## config.mk

```make
export PLATFORM = sky130hd
export DESIGN_NAME = usb_disk_mem_bridge
export DESIGN_NICKNAME = d
export VERILOG_FILES = /design/src/rtl/usb_disk_pkg.sv /design/src/rtl/usb_disk_wpack.sv /design/src/rtl/usb_disk_mem_bridge.sv
export SDC_FILE = /design/constraint.sdc
export NUM_CORES = 1
export LEC_CHECK = 0
export ABC_AREA = 1
export CAP_MARGIN = 0
export CORE_ASPECT_RATIO = 0.6
export CORE_MARGIN = 1.5
export CORE_UTILIZATION = 40
export CTS_CLUSTER_SIZE = 14
export DETAILED_ROUTE_END_ITERATION = 7
export SETUP_SLACK_MARGIN = 0.2
export SYNTH_ARGS = -nofsm -noshare
export SYNTH_HDL_FRONTEND = slang
export SYNTH_HIERARCHICAL = 1
export SYNTH_SLANG_ARGS = --single-unit
```

## constraint.sdc

```tcl
create_clock -name clk -period 7.2 [get_ports clk]
set_input_delay 0.72 -clock clk [delete_from_list [all_inputs] [get_ports clk]]
set_output_delay 0.72 -clock clk [all_outputs]
set_load 0.005 [all_outputs]
```

## src/rtl/usb_disk_pkg.sv

```systemverilog
// Shared definitions for the USB disk byte-port to word-bus bridge.
//   WORD_BYTES  - bytes per bus word
//   BLOCK_SIZE  - disk block size in bytes
//   DISK_ADDR_W - width of the byte-wide disk address
//   DISK_WORD_W - width of a disk word index (byte address without the lane bits)
//   bridge_state_t - bus-side FSM states
package usb_disk_pkg;

    localparam int unsigned WORD_BYTES  = 4;
    localparam int unsigned BLOCK_SIZE  = 512;
    localparam int unsigned DISK_ADDR_W = 41;
    localparam int unsigned DISK_WORD_W = DISK_ADDR_W - 2;

    typedef enum logic [1:0] {
        IDLE    = 2'd0,
        WR_REQ  = 2'd1,
        RD_REQ  = 2'd2,
        RD_WAIT = 2'd3
    } bridge_state_t;

endpackage

```

## src/rtl/usb_disk_wpack.sv

```systemverilog
// Write packer: collects disk bytes into a byte-enabled word buffer and hands
// finished (or stale) words to a single flush register for the bus FSM.
// Ports:
//   clk, rst       - clock, asynchronous active-high reset
//   wr_en          - in-range write strobe for wr_byte at (wr_word, wr_lane)
//   wr_word        - disk word index of the write
//   wr_lane        - byte lane within the word
//   wr_byte        - write data byte
//   force_flush    - move a non-empty buffer to the flush register now
//   flush_done     - bus has accepted the flush register contents
//   wr_accept      - this cycle's write was merged or loaded (not dropped)
//   buf_busy       - write buffer holds at least one byte
//   flush_valid    - flush register occupied
//   flush_word     - word index of the flush register
//   flush_data     - flush register data
//   flush_be       - flush register byte enables
//   overflow_err   - sticky: a write byte was dropped
module usb_disk_wpack
    import usb_disk_pkg::*;
#(
    parameter int unsigned FLUSH_TIMEOUT = 64
) (
    input  logic                   clk,
    input  logic                   rst,
    input  logic                   wr_en,
    input  logic [DISK_WORD_W-1:0] wr_word,
    input  logic [1:0]             wr_lane,
    input  logic [7:0]             wr_byte,
    input  logic                   force_flush,
    input  logic                   flush_done,
    output logic                   wr_accept,
    output logic                   buf_busy,
    output logic                   flush_valid,
    output logic [DISK_WORD_W-1:0] flush_word,
    output logic [31:0]            flush_data,
    output logic [3:0]             flush_be,
    output logic                   overflow_err
);

    localparam int unsigned TW = $clog2(FLUSH_TIMEOUT + 1);
    localparam logic [TW-1:0] TIMEOUT_LAST = TW'(FLUSH_TIMEOUT - 1);

    logic [31:0]            wbuf;
    logic [3:0]             wbe;
    logic [DISK_WORD_W-1:0] wtag;
    logic [TW-1:0]          idle_cnt;

    logic [3:0]  lane_bit;
    logic [31:0] fresh_data;
    logic [31:0] merged_data;
    logic        same_word;
    logic        flush_free;
    logic        do_merge;
    logic        do_swap;
    logic        do_drop;
    logic        timed_out;
    logic        do_drain;
    logic        load_flush;

    always_comb begin
        lane_bit   = 4'b0001 << wr_lane;
        fresh_data = '0;
        fresh_data[{wr_lane, 3'b000} +: 8] = wr_byte;
        // Stale lanes from an older word are discarded when a new word starts.
        merged_data = (wbe == '0) ? '0 : wbuf;
        merged_data[{wr_lane, 3'b000} +: 8] = wr_byte;

        same_word  = (wbe == '0) || (wtag == wr_word);
        // A flush register being drained this cycle can be refilled in the same cycle.
        flush_free = !flush_valid || flush_done;
        do_merge   = wr_en && same_word;
        do_swap    = wr_en && !same_word && flush_free;
        do_drop    = wr_en && !same_word && !flush_free;
        timed_out  = (wbe != '0) && (idle_cnt == TIMEOUT_LAST);
        do_drain   = !wr_en && (wbe != '0) && flush_free &&
                     ((wbe == 4'hF) || timed_out || force_flush);
        load_flush = do_swap || do_drain;
        wr_accept  = do_merge || do_swap;
        buf_busy   = (wbe != '0);
    end

    always_ff @(posedge clk or posedge rst) begin
        if (rst) begin
            wbuf <= '0;
            wbe  <= '0;
            wtag <= '0;
        end else if (do_merge) begin
            wbuf <= merged_data;
            wbe  <= wbe | lane_bit;
            wtag <= wr_word;
        end else if (do_swap) begin
            wbuf <= fresh_data;
            wbe  <= lane_bit;
            wtag <= wr_word;
        end else if (do_drain) begin
            wbe <= '0;
        end
    end

    // Counts idle cycles since the last write while bytes are buffered;
    // saturates at the last value so a blocked flush fires once the register frees up.
    always_ff @(posedge clk or posedge rst) begin
        if (rst) begin
            idle_cnt <= '0;
        end else if (wr_en || (wbe == '0)) begin
            idle_cnt <= '0;
        end else if (!timed_out) begin
            idle_cnt <= idle_cnt + TW'(1);
        end
    end

    always_ff @(posedge clk or posedge rst) begin
        if (rst) begin
            flush_valid <= 1'b0;
            flush_word  <= '0;
            flush_data  <= '0;
            flush_be    <= '0;
        end else if (load_flush) begin
            flush_valid <= 1'b1;
            flush_word  <= wtag;
            flush_data  <= wbuf;
            flush_be    <= wbe;
        end else if (flush_done) begin
            flush_valid <= 1'b0;
        end
    end

    always_ff @(posedge clk or posedge rst) begin
        if (rst) begin
            overflow_err <= 1'b0;
        end else if (do_drop) begin
            overflow_err <= 1'b1;
        end
    end

endmodule

```

## src/rtl/usb_disk_mem_bridge.sv

```systemverilog
// Bridges the byte-wide disk port of the USB mass-storage controller to a
// 32-bit word bus master. Writes are packed by usb_disk_wpack; reads are
// served from a one-word cache filled over the bus.
// Ports:
//   clk, rst      - system clock, asynchronous active-high reset
//   mem_addr      - disk byte address
//   mem_wen       - one-cycle write strobe for mem_wdata
//   mem_wdata     - write byte
//   mem_rdata     - registered read byte for mem_addr (00 when out of range)
//   bus_req       - bus request, held with bus_we/addr/wdata/be until bus_gnt
//   bus_we        - 1 = write, 0 = read
//   bus_addr      - bus word address (BASE_WORD + disk word, wrapping)
//   bus_wdata     - write word, lane k = byte 4n+k
//   bus_be        - write byte enables
//   bus_gnt       - request accepted
//   bus_rvalid    - read data valid
//   bus_rdata     - read word
//   busy          - buffered write, pending flush or bus transaction
//   overflow_err  - sticky: a write byte was dropped
module usb_disk_mem_bridge
    import usb_disk_pkg::*;
#(
    parameter longint unsigned DISK_BYTES    = 64'd33554432,
    parameter int unsigned     BASE_WORD     = 0,
    parameter int unsigned     ADDR_W        = 30,
    parameter int unsigned     FLUSH_TIMEOUT = 64
) (
    input  logic                   clk,
    input  logic                   rst,
    input  logic [DISK_ADDR_W-1:0] mem_addr,
    input  logic                   mem_wen,
    input  logic [7:0]             mem_wdata,
    output logic [7:0]             mem_rdata,
    output logic                   bus_req,
    output logic                   bus_we,
    output logic [ADDR_W-1:0]      bus_addr,
    output logic [31:0]            bus_wdata,
    output logic [3:0]             bus_be,
    input  logic                   bus_gnt,
    input  logic                   bus_rvalid,
    input  logic [31:0]            bus_rdata,
    output logic                   busy,
    output logic                   overflow_err
);

    bridge_state_t state, state_nxt;

    logic [DISK_WORD_W-1:0] cur_word;
    logic [1:0]             cur_lane;
    logic                   in_range;
    logic                   wr_en;
    logic                   hit;
    logic                   miss;
    logic                   fill;
    logic                   coh_hit;

    logic                   cvalid;
    logic [DISK_WORD_W-1:0] ctag;
    logic [31:0]            cdata;
    logic [31:0]            cdata_nxt;
    logic [DISK_WORD_W-1:0] rd_word;

    logic                   wr_accept;
    logic                   buf_busy;
    logic                   flush_valid;
    logic [DISK_WORD_W-1:0] flush_word;
    logic [31:0]            flush_data;
    logic [3:0]             flush_be;
    logic                   flush_done;

    always_comb begin
        cur_word = mem_addr[DISK_ADDR_W-1:2];
        cur_lane = mem_addr[1:0];
        in_range = (64'(mem_addr) < DISK_BYTES);
        wr_en    = mem_wen && in_range;
        hit      = cvalid && (ctag == cur_word);
        miss     = in_range && !mem_wen && !hit;
        fill     = (state == RD_WAIT) && bus_rvalid;
        flush_done = (state == WR_REQ) && bus_gnt;
        // A write landing in the same cycle as a fill must patch the fresh data.
        coh_hit  = wr_accept && (fill ? (rd_word == cur_word) : hit);
    end

    usb_disk_wpack #(
        .FLUSH_TIMEOUT (FLUSH_TIMEOUT)
    ) u_wpack (
        .clk          (clk),
        .rst          (rst),
        .wr_en        (wr_en),
        .wr_word      (cur_word),
        .wr_lane      (cur_lane),
        .wr_byte      (mem_wdata),
        .force_flush  (miss),
        .flush_done   (flush_done),
        .wr_accept    (wr_accept),
        .buf_busy     (buf_busy),
        .flush_valid  (flush_valid),
        .flush_word   (flush_word),
        .flush_data   (flush_data),
        .flush_be     (flush_be),
        .overflow_err (overflow_err)
    );

    // FSM: state register
    always_ff @(posedge clk or posedge rst) begin
        if (rst) begin
            state <= IDLE;
        end else begin
            state <= state_nxt;
        end
    end

    // FSM: next state; pending flushes win over reads so a read never
    // returns data older than a write already issued upstream.
    always_comb begin
        state_nxt = state;
        unique case (state)
            IDLE: begin
                if (flush_valid) begin
                    state_nxt = WR_REQ;
                end else if (miss && !buf_busy) begin
                    state_nxt = RD_REQ;
                end
            end
            WR_REQ:  if (bus_gnt)    state_nxt = IDLE;
            RD_REQ:  if (bus_gnt)    state_nxt = RD_WAIT;
            RD_WAIT: if (bus_rvalid) state_nxt = IDLE;
            default: state_nxt = IDLE;
        endcase
    end

    // FSM: outputs
    always_comb begin
        bus_req   = 1'b0;
        bus_we    = 1'b0;
        bus_addr  = '0;
        bus_wdata = '0;
        bus_be    = '0;
        unique case (state)
            WR_REQ: begin
                bus_req   = 1'b1;
                bus_we    = 1'b1;
                bus_addr  = ADDR_W'(BASE_WORD) + ADDR_W'(flush_word);
                bus_wdata = flush_data;
                bus_be    = flush_be;
            end
            RD_REQ: begin
                bus_req  = 1'b1;
                bus_addr = ADDR_W'(BASE_WORD) + ADDR_W'(rd_word);
            end
            default: ;
        endcase
        busy = buf_busy || flush_valid || (state != IDLE);
    end

    // Read target is captured on entry so the request stays stable until granted.
    always_ff @(posedge clk or posedge rst) begin
        if (rst) begin
            rd_word <= '0;
        end else if ((state == IDLE) && (state_nxt == RD_REQ)) begin
            rd_word <= cur_word;
        end
    end

    always_comb begin
        cdata_nxt = fill ? bus_rdata : cdata;
        if (coh_hit) begin
            cdata_nxt[{cur_lane, 3'b000} +: 8] = mem_wdata;
        end
    end

    always_ff @(posedge clk or posedge rst) begin
        if (rst) begin
            cvalid <= 1'b0;
            ctag   <= '0;
            cdata  <= '0;
        end else begin
            cdata <= cdata_nxt;
            if (fill) begin
                cvalid <= 1'b1;
                ctag   <= rd_word;
            end
        end
    end

    always_ff @(posedge clk or posedge rst) begin
        if (rst) begin
            mem_rdata <= '0;
        end else if (!in_range) begin
            mem_rdata <= '0;
        end else if (hit) begin
            mem_rdata <= cdata[{cur_lane, 3'b000} +: 8];
        end
    end

endmodule

```

# Yosys cells after proc, flatten, opt, wreduce, memory -nomap -nowiden
# Index checks and enable logic that the tools add are counted.
# word_totals
reg_bits	271
latchBits	0
ram_bits	0
rom_bits	0
in_bits	86
out_inout_bits	78
elab_cells	106
mem_count	0
# op_classes
n_addsub	2
mul	0
n_div	0
n_lt_le_gt_ge	1
n_eq_ne	11
n_shift	4
muxes	30
bitwise_logic	2
n_reduce_logical	41
# op_table
cell	n
$mux W32	6
$eq A39 B39 Y1	3
$mux W39	2
$bwmux W32	2
$pmux W30 S2	1
$lt A41 B26 Y1 const B	1
$and A32 B32 Y32	1
$shift A8 B7 Y32 const A	1
$shiftx A32 B6 Y8	1
$shiftx A8 B7 Y32	1
$logic_and A1 B1 Y1	17
$mux W4	4
$mux W8	2
$mux W7	2
$mux W2	5
$logic_or A1 B1 Y1	9
$pmux W2 S4	1
$add A7 B1 Y7 const B	1
$eq A7 B6 Y1 const B	1
$logic_not A1 Y1	7
$neg A5 Y7	1
$eq A2 B2 Y1 const B	3
$reduce_bool A2 Y1	3
$mux W1	5
11 further kinds	11

# Depth between registers and ports, before layout
# Gate-level depths: netlist of run 1.
# depth
ltp_word	10
mapped_depth	18
ltp_nobuf	16

# Cells and area by module
# Netlist of run 1, hierarchy kept.
# modules_own_cells
module	n_inst	cells_each	area_each_um2	seq_area_each_um2
usb_disk_mem_bridge	1	1335	8281.7	3027.9
usb_disk_wpack	1	963	7648.6	3978.8

# Least setup slack after synthesis of run 1
# No wires, ideal clock.
# synth_path
path_kind	input-to-reg
start	input port mem_addr[33]
end	register cdata[10]
setup_ns	0.066
arrival_ns	2.713
required_time_ns	7.134
slack_ns	4.421
path_stages	14
path_buffers	5
path_cell_list	inv_1 nand4_1 nor2_1 nand2_1 nor2_1 buf_2 nand2_1 nand2_4 buf_8 buf_6 clkbuf_1 clkbuf_1 nand4_1 nand2_1
# synth_between
word_cells_on_any_way	15
cone_classes	order compare: 1; eq/ne: 3; mux: 2; reduce/logical: 9
# synth_lines
item	line_no	rtl
start, declared	usb_disk_mem_bridge.sv:30	input logic [DISK_ADDR_W-1:0] mem_addr,
$lt A41 B26 Y1 *	usb_disk_mem_bridge.sv:74	in_range = (64'(mem_addr) < DISK_BYTES);
$logic_and A1 B1 Y1 *	usb_disk_mem_bridge.sv:75	wr_en = mem_wen && in_range;
named net wr_en	usb_disk_mem_bridge.sv:51	logic wr_en;
$logic_and A1 B1 Y1 (2 in a row)	usb_disk_wpack.sv:72	do_swap = wr_en && !same_word && flush_free;
$logic_or A1 B1 Y1 *	usb_disk_wpack.sv:78	wr_accept = do_merge || do_swap;
named net wr_accept	usb_disk_mem_bridge.sv:63	logic wr_accept;
$logic_and A1 B1 Y1 *	usb_disk_mem_bridge.sv:81	coh_hit = wr_accept && (fill ? (rd_word == cur_word) : hit);
$mux W32 *	usb_disk_mem_bridge.sv:167	if (coh_hit) begin
named net cdata_nxt[10]	usb_disk_mem_bridge.sv:60	logic [31:0] cdata_nxt;
end signal, assigned	usb_disk_mem_bridge.sv:178	cdata <= cdata_nxt;
end, declared	usb_disk_mem_bridge.sv:59	logic [31:0] cdata;
# The timed path passes the listed nets; every way through them passes the cells marked *.
# A chain may end at the register's enable or synchronous reset.

# Worst setup path after layout of run 1
# layout_path
start	input port mem_addr[25]
end	register u_wpack.flush_word[24]
# layout_between
elab_chain_len	7
word_cells_on_any_way	18
cone_classes	order compare: 1; eq/ne: 2; reduce/logical: 15
# layout_rtl
item	line_no	rtl
$lt A41 B26 Y1 *	usb_disk_mem_bridge.sv:74	
$logic_and A1 B1 Y1 *	usb_disk_mem_bridge.sv:75	
named net wr_en	usb_disk_mem_bridge.sv:51	
$logic_not A1 Y1	usb_disk_wpack.sv:75	do_drain = !wr_en && (wbe != '0) && flush_free &&
$logic_and A1 B1 Y1 (3 in a row)	usb_disk_wpack.sv:75	
$logic_or A1 B1 Y1 *	usb_disk_wpack.sv:77	load_flush = do_swap || do_drain;
end signal, assigned	usb_disk_wpack.sv:120	flush_word <= wtag;
end, declared	usb_disk_wpack.sv:34	output logic [DISK_WORD_W-1:0] flush_word,
# Marks and branches as above.

==> results of run 1 <==
## power by group through the flow
stage,Sequential (mW),Combinational [mW],Clock (mW)
global placement,1.56,0.490,0
CTS,1.53,0.496,1.59
detailed placement,1.56,0.494,0
global route,1.53,0.538,1.65
finish,1.53,0.496,1.57
floorplan,1.56,0.268,0
## stage by stage
stage,worst slack (ns),std cells
2_1_floorplan,2.44,2262
6_report,3.06,2910
4_1_cts,3.10,2908
5_1_grt,2.75,2910
3_5_place_dp,2.52,2857
3_3_place_gp,2.65,2857
## layer usage
metal,wire length [microns],GRT usage
met5,0,0
met4,862,0.0560
met3,7530,0.0884
met1,28300,0.468
met2,20900,0.358
## worst paths after layout
kind | start | endpoint | slack [ns] | cells past startpoint
worst max-delay path | mem_addr[25] | u_wpack/flush_word[24]$_DFFE_PP0P_ | 3.06 | 14
worst min-delay path | u_wpack/idle_cnt[5]$_DFFE_PP0P_ | u_wpack/idle_cnt[5]$_DFFE_PP0P_ | 0.46 | 1
worst max register to register | u_wpack/wtag[29]$_DFFE_PP0P_ | cdata[6]$_DFF_PP0_ | 3.46 | 12
worst min register to register | u_wpack/idle_cnt[5]$_DFFE_PP0P_ | u_wpack/idle_cnt[5]$_DFFE_PP0P_ | 0.46 | 1
max in group asynchronous | rst | rd_word[3]$_DFFE_PP0P_ | 5.03 | 3
min in group asynchronous | rst | cdata[22]$_DFF_PP0_ | 0.80 | 2
## sequential cells by signal (all words and copies together) (netlist names), 4 cells and up
signal	flops
ctag	39
u_wpack/wbe	4
u_wpack/wbuf	32
u_wpack/idle_cnt	7
rd_word	39
mem_rdata	8
u_wpack/flush_word	30
u_wpack/flush_be	4
u_wpack/flush_data	32
cdata	32
u_wpack/wtag	39
## layout make-up
| type | count | area [sq um] | share of cell area |
|---|---|---|---|
| multi-input cells | 1639 | 7340 | 0.397 |
| repair buffers | 181 | 1770 | 0.0957 |
| well taps | 513 | 642 | 0.0348 |
| flip-flops and latches | 271 | 6780 | 0.367 |
| clock inverters | 11 | 169 | 0.00915 |
| diodes | 2 | 5.00 | 0.000271 |
| clock buffers | 40 | 806 | 0.0436 |
| inverters | 253 | 957 | 0.0518 |
## placed cells by master (no fill, tap or decap), types with 28 or more instances in the layout
cell and count:
a21oi_1 33, clkbuf_16 28, clkdlybuf4s50_1 163, dfrtp_1 271
inv_1 236, nand2_1 944, nand3_1 199, nand4_1 67
nor2_1 162, o21ai_0 90
## critical path, stage by stage
cell and delay (ns):
clkdlybuf4s50_1 0.52, inv_1 0.17, nand4_1 0.17, nor2_1 0.22, nand2_1 0.18, nor2_1 0.72, nor2_2 0.22, o21ai_1 0.16
nand2_2 0.37, buf_4 0.43, nand2_2 0.11, buf_4 0.40, nand2_1 0.13, nand2_1 0.08
==> metrics, run 1 <==
area delta synth->final 18.4%; largest net degree at the start of global routing 102; CTS tree built; GRT Overall Usage 0.287; Synth Instances 2,262; final clock skew 0.0143 ns; drt wl/cell 19.8 microns; Final Cycle Share 0.576; Worst Tran Pin Value 1.13 ns; Sequential Power Share 0.426; worst skew pair latency roughly 0.58 ns; crit path DAT 4.66 ns; # rows 55; RD Place Congestion 0.995; RSZ-0062 raised after global routing false; post-route ant nets 0; critical path required time roughly 7.7 ns; post-layout util 0.485; Critical Path Sink Type flop; H-tree Lvls 1; layout cells sized above 1 0.0451; CTS root buf clkbuf_16; Post-Syn Nets 2,366; Net Sw Frac 0.284; Setup crit start kind input port; Routed WL 57,600 microns; pwr dens 195 mW/mm^2; Gate power share 0.138; fillers 3,863; nets 2,478; DR pass1 iterations 6; Final Setup Violations 0; Die Area 0.0402 sq mm; Yosys warning total 6; peak fanout along the critical path 38; Initial Util 0.410; total CTS buffers 28; Mapped Area 0.0156 sq mm; vias in the first global route 14,100; hold_buf cts 0; hold slack 0.465 ns; # port buffers 163; die height 156 microns; post-route minimum period 4.14 ns; f_max between 0.2 and 0.25 GHz; Clock transition at path regs 0.06 ns; fin. max-slew vios 0; post-detail-place hpwl 43,100 microns; maxcap violations 0; status completed; Slew HR 0.247; P_int ~2.6 mW; Clock Power Share 0.436; post-CTS resize count 0; GR Overflow Total 0; VDD IR max approximately 0.20 mV; number of DRC markers in iteration 0 1,759; Synth Area per Inst slightly below 7 sq um; first-pass GRT wire length 87,300 microns; Fin. Hold Viols 0; die width 258 microns; post-route cell area between 0.015 and 0.02 sq mm; Final TNS setup 0 ns; Hold/Removal Path Class reg -> reg; power after layout 3.60 mW; routed vias/inst between 5 and 6; clk buf depth 3; CP Class in -> reg; setup bufs post-CTS 0; Placed Area 0.0175 sq mm; clock sink count 271; core area approximately 0.038 sq mm; antenna violations before repair 2; switching pwr approximately 1.0 mW; Leak Pwr 9.63 nW; routed vias about 15,000; IO Count 164; DRC errors left 0
Note: power is estimated with default switching activity, not from simulation.
==> run 2, diff against run 1 <==
==> constraint.sdc (replaced) <==
create_clock -name clk -period 3.7 [get_ports clk]
set_input_delay 0.37 -clock clk [delete_from_list [all_inputs] [get_ports clk]]
set_output_delay 0.37 -clock clk [all_outputs]
set_load 0.005 [all_outputs]
==> metrics, run 2 (synthesis results as in run 1) <==
Final Cycle Share 0.884; GRT Overall Usage 0.288; hold slack 0.284 ns; layout cells sized above 1 0.0527; largest net degree at the start of global routing 151; GR Overflow Total 0; CP Class reg -> out; hold_buf cts 0; Final TNS setup 0 ns; routed vias/inst 5.20; RSZ-0062 raised after global routing false; IO Count 164; fin. max-slew vios 0; Die Area 0.0402 sq mm; Clock Power Share 0.421; Sequential Power Share 0.433; # port buffers roughly 160; Net Sw Frac 0.289; DRC errors left 0; commonest non-fill, non-tap cell in the layout nand2_1; # rows 55; post-CTS resize count 0; die height 156 microns; first-pass GRT wire length 87,400 microns; maxcap violations 0; status completed; clk buf depth 3; Fin. Hold Viols 0; worst skew pair latency 0.58 ns; antenna violations before repair 2; Clock transition at path regs 0.06 ns; RD Place Congestion 0.975; post-route ant nets 0; VDD IR max 0.321 mV; routed vias 15,200; vias in the first global route between 10,000 and 15,000; Critical Path Sink Type output pin; pwr dens 369 mW/mm^2; post-route minimum period 3.27 ns; CP startpoint state[0]$_DFF_PP0_; drt wl/cell 19.7 microns; Final Setup Violations 0; Setup crit start kind flop; number of DRC markers in iteration 0 ~1,600; DR pass1 iterations 5; die width 258 microns; Slew HR 0.260; switching pwr between 1.5 and 2 mW; Routed WL 57,500 microns; Gate power share 0.146; area delta synth->final 19.6%; Initial Util 0.410; commonest non-fill, non-tap cells in the layout nand2_1, dfrtp_1, inv_1, nand3_1, clkdlybuf4s50_1; H-tree Lvls 1; Hold/Removal Path Class in -> async; total CTS buffers 27; Worst Tran Pin Value ~1.1 ns; CTS tree built; fillers between 3,000 and 4,000; Largest regs ctag x39, rd_word x39, u_wpack/wtag x39; Leak Pwr 9.72 nW; final worst slack 0.429 ns; clock sink count 271; Setup WS pre-CTS 0.471 ns; core area approximately 0.038 sq mm; P_int 4.89 mW; Crit Reg-Reg Startpoint state[1]$_DFF_PP0_; CTS root buf clkbuf_16; crit path DAT 2.90 ns; critical path required time approximately 3.3 ns; f_max 0.306 GHz; nets about 2,500; setup bufs post-CTS 0; post-detail-place hpwl 43,400 microns; peak fanout along the critical path 16; final clock skew 0.0162 ns
## run 2: cell types whose count changed in the layout (fill, tap and decap cells not counted), moves of 2 or more
cell | previous run | this run
clkinvlp_4 | 1 | 4
bufinv_16 | 4 | 2
buf_4 | 18 | 25
clkbuf_1 | 6 | 3
clkinv_4 | 0 | 2
buf_12 | 0 | 9
## run 2: power groups by stage
stage	logic [mW]	clock network, mW	registers (mW)
final	1.01	2.90	2.98
after global routing	1.10	3.06	2.98
after CTS	1.01	2.96	2.98
after detailed placement	1.00	0	3.04
after global placement	1.00	0	3.04
after floorplan	0.522	0	3.03
## run 2: critical path, stage by stage (launching register included)
cell and delay, ns:
dfrtp_1 0.47, inv_1 0.11, ha_1 0.36, inv_1 0.55, buf_4 0.31, a21oi_1 0.08
clkdlybuf4s50_1 0.45
## run 2: layout make-up
cell class / instances / area [sq um] / area share
Inverter: 253 / 957 / 0.0513
Timing Repair Buffer: 197 / 2000 / 0.107
Clock buffer: 37 / 783 / 0.0420
Sequential cell: 271 / 6780 / 0.364
Tap cell: 513 / 642 / 0.0344
Antenna cell: 2 / 5.00 / 0.000268
Clock inverter: 13 / 143 / 0.00765
Multi-Input combinational cell: 1639 / 7340 / 0.394
## run 2: metrics by stage
step | power, mW | instances | instance area [sq um] | util
CTS | 6.95 | 2923 | 18600 | 0.490
global placement | 4.04 | 2873 | 17700 | 0.466
finish | 6.89 | 2925 | 18700 | 0.490
global route | 7.14 | 2925 | 18700 | 0.490
detailed placement | 4.04 | 2873 | 17700 | 0.466
floorplan | 3.55 | 2262 | 15600 | -
## run 2: worst paths after layout
kind / end / slack (ns) / cells after the start
worst min register to register: u_wpack/flush_data[4]$_DFFE_PP0P_ / 0.47 / 2
worst max register to register: cdata[5]$_DFF_PP0_ / 0.67 / 11
max in group asynchronous: u_wpack/flush_be[1]$_DFFE_PP0P_ / 2.45 / 3
worst min-delay path: u_wpack/wtag[38]$_DFFE_PP0P_ / 0.28 / 3
min in group clk: cdata[19]$_DFF_PP0_ / 0.43 / 5
worst max-delay path: bus_addr[0] / 0.43 / 6
## run 2: metal layers
layer,vias up,part of all wire,track usage
met5,-,0,0
met4,0,0.012,0.0418
met3,48,0.12,0.0988
met2,591,0.37,0.365
met1,7263,0.50,0.463
li1,7317,-,-
==> run 3, diff against run 2 <==
--- a/config.mk
+++ b/config.mk
@@ -8,12 +8,13 @@
 export ABC_AREA = 1
 export CAP_MARGIN = 0
 export CORE_ASPECT_RATIO = 0.6
-export CORE_MARGIN = 1.5
-export CORE_UTILIZATION = 40
+export CORE_UTILIZATION = 52
 export CTS_CLUSTER_SIZE = 14
 export DETAILED_ROUTE_END_ITERATION = 7
+export PLACE_DENSITY = 0.77
 export SETUP_SLACK_MARGIN = 0.2
 export SYNTH_ARGS = -nofsm -noshare
 export SYNTH_HDL_FRONTEND = slang
 export SYNTH_HIERARCHICAL = 1
 export SYNTH_SLANG_ARGS = --single-unit
+export TNS_END_PERCENT = 100
==> metrics, run 3 (synthesis results as in run 1) <==
status completed; final worst slack 0.315 ns; die width 226 microns; worst skew pair latency 0.57 ns; DRC errors left 0; Final Setup Violations 0; # rows 48; H-tree Lvls 1; first-pass GRT wire length 86,600 microns; layout cells sized above 1 0.0573; antenna violations before repair 1; critical path required time 3.33 ns; pwr dens 363 mW/mm^2; Die Area between 0.03 and 0.04 sq mm; VDD IR max 0.376 mV; routed vias/inst 5.63; Initial Util 0.535; Sequential Power Share 0.443; total CTS buffers 26; Leak Pwr 9.76 nW; die height 136 microns; Fin. Hold Viols 0; post-route minimum period approximately 3.4 ns; core area 0.0291 sq mm; CP Class reg -> out; post-detail-place hpwl 44,100 microns; GR Overflow Total 0; GRT Overall Usage 0.379; clk buf depth 3; switching pwr between 1.5 and 2 mW; power after layout 6.73 mW; RSZ-0062 raised after global routing false; area delta synth->final 18.9%; clock sink count 271; DR pass1 iterations 5; final clock skew between 0.02 and 0.025 ns; setup bufs post-CTS 0; Setup WS pre-CTS 0.266 ns; CTS tree built; # port buffers between 150 and 200; routed vias between 15,000 and 20,000; CTS root buf clkbuf_16; drt wl/cell roughly 20 microns; Slew HR 0.369; Gate power share 0.151; fin. max-slew vios 0; number of DRC markers in iteration 0 1,866; IO Count 164; post-route ant nets 0; fillers approximately 2,600; Critical Path Sink Type output pin; Clock Power Share 0.406; Clock transition at path regs about 0.070 ns; Hold/Removal Path Class in -> async; RD Place Congestion 1.02; Final TNS setup 0 ns; maxcap violations 0; Largest regs ctag x39, rd_word x39, u_wpack/wtag x39; Setup crit start kind flop; P_int around 4.8 mW; hold_buf cts 0; commonest non-fill, non-tap cell in the layout nand2_1; f_max 0.295 GHz; crit path DAT 3.01 ns; r2r setup slk 0.72 ns; hold slack 0.336 ns; post-CTS resize count 0; Final Cycle Share 0.915; nets 2,509; commonest non-fill, non-tap cells in the layout nand2_1, dfrtp_1, inv_1, nand3_1, clkdlybuf4s50_1; R2R cell count 13; vias in the first global route 14,300; Routed WL 57,800 microns; largest net degree at the start of global routing 89; Net Sw Frac 0.291; Crit Reg-Reg Startpoint u_wpack/wtag[24]$_DFFE_PP0P_; reg2reg end u_wpack/wbuf[15]$_DFFE_PP0P_; peak fanout along the critical path 50; Worst Tran Pin Value roughly 0.95 ns; post-layout util 0.636
-- run 3: layout make-up --
class | count | area [sq um] | share of cell area
Tap cell | 400 | 500 | 0.0270
Timing Repair Buffer | 214 | 2100 | 0.113
Sequential cell | 271 | 6780 | 0.366
Antenna cell | 1 | 2.50 | 0.000135
Clock inverter | 10 | 92.6 | 0.00499
Multi-Input combinational cell | 1639 | 7340 | 0.396
Clock buffer | 37 | 762 | 0.0411
Inverter | 253 | 957 | 0.0516
-- run 3: how the worst max path moves through the flow --
stage                        from                                 end  slack (ns)  depth (start not counted)
6_report       state[1]$_DFF_PP0_                        bus_addr[28]        0.32                          6
5_1_grt        state[1]$_DFF_PP0_                        bus_addr[28]        0.24                          6
4_1_cts        state[0]$_DFF_PP0_                        bus_addr[11]        0.37                          6
3_5_place_dp         mem_addr[30]  u_wpack/flush_data[31]$_DFFE_PP0P_        0.27                         13
3_3_place_gp         mem_addr[30]  u_wpack/flush_data[31]$_DFFE_PP0P_        0.32                         13
2_1_floorplan  state[1]$_DFF_PP0_                 cdata[10]$_DFF_PP0_        0.94                         16
-- run 3: routing by layer --
| metal | track usage | up-vias | wire length [microns] |
|---|---|---|---|
| li1 | - | 7344 | - |
| met1 | 0.605 | 7575 | 27000 |
| met2 | 0.490 | 918 | 21900 |
| met3 | 0.128 | 58 | 8040 |
| met4 | 0.0552 | 2 | 697 |
| met5 | 0 | - | 102 |
-- run 3: power by group through the flow --
stage,Combinational [mW],Clock [mW],Sequential (mW)
2_1_floorplan,0.522,0,3.03
3_3_place_gp,0.976,0,3.04
3_5_place_dp,0.989,0,3.04
4_1_cts,0.993,2.75,2.98
5_1_grt,1.08,2.87,2.98
6_report,1.01,2.73,2.98
-- run 3: critical path, stage by stage, from the launching register on --
cell and delay (ns):
dfrtp_1 0.42, inv_1 0.19, ha_2 0.52, buf_12 0.29
nand2_1 0.08, a21oi_1 0.32, clkdlybuf4s50_1 0.59
-- run 3: stage by stage --
stage                     area, sq um  std cells
after CTS                       18500       2824
after global routing            18500       2824
after detailed placement        17700       2777
after floorplan                 15600       2262
final                           18500       2825
after global placement          17700       2777
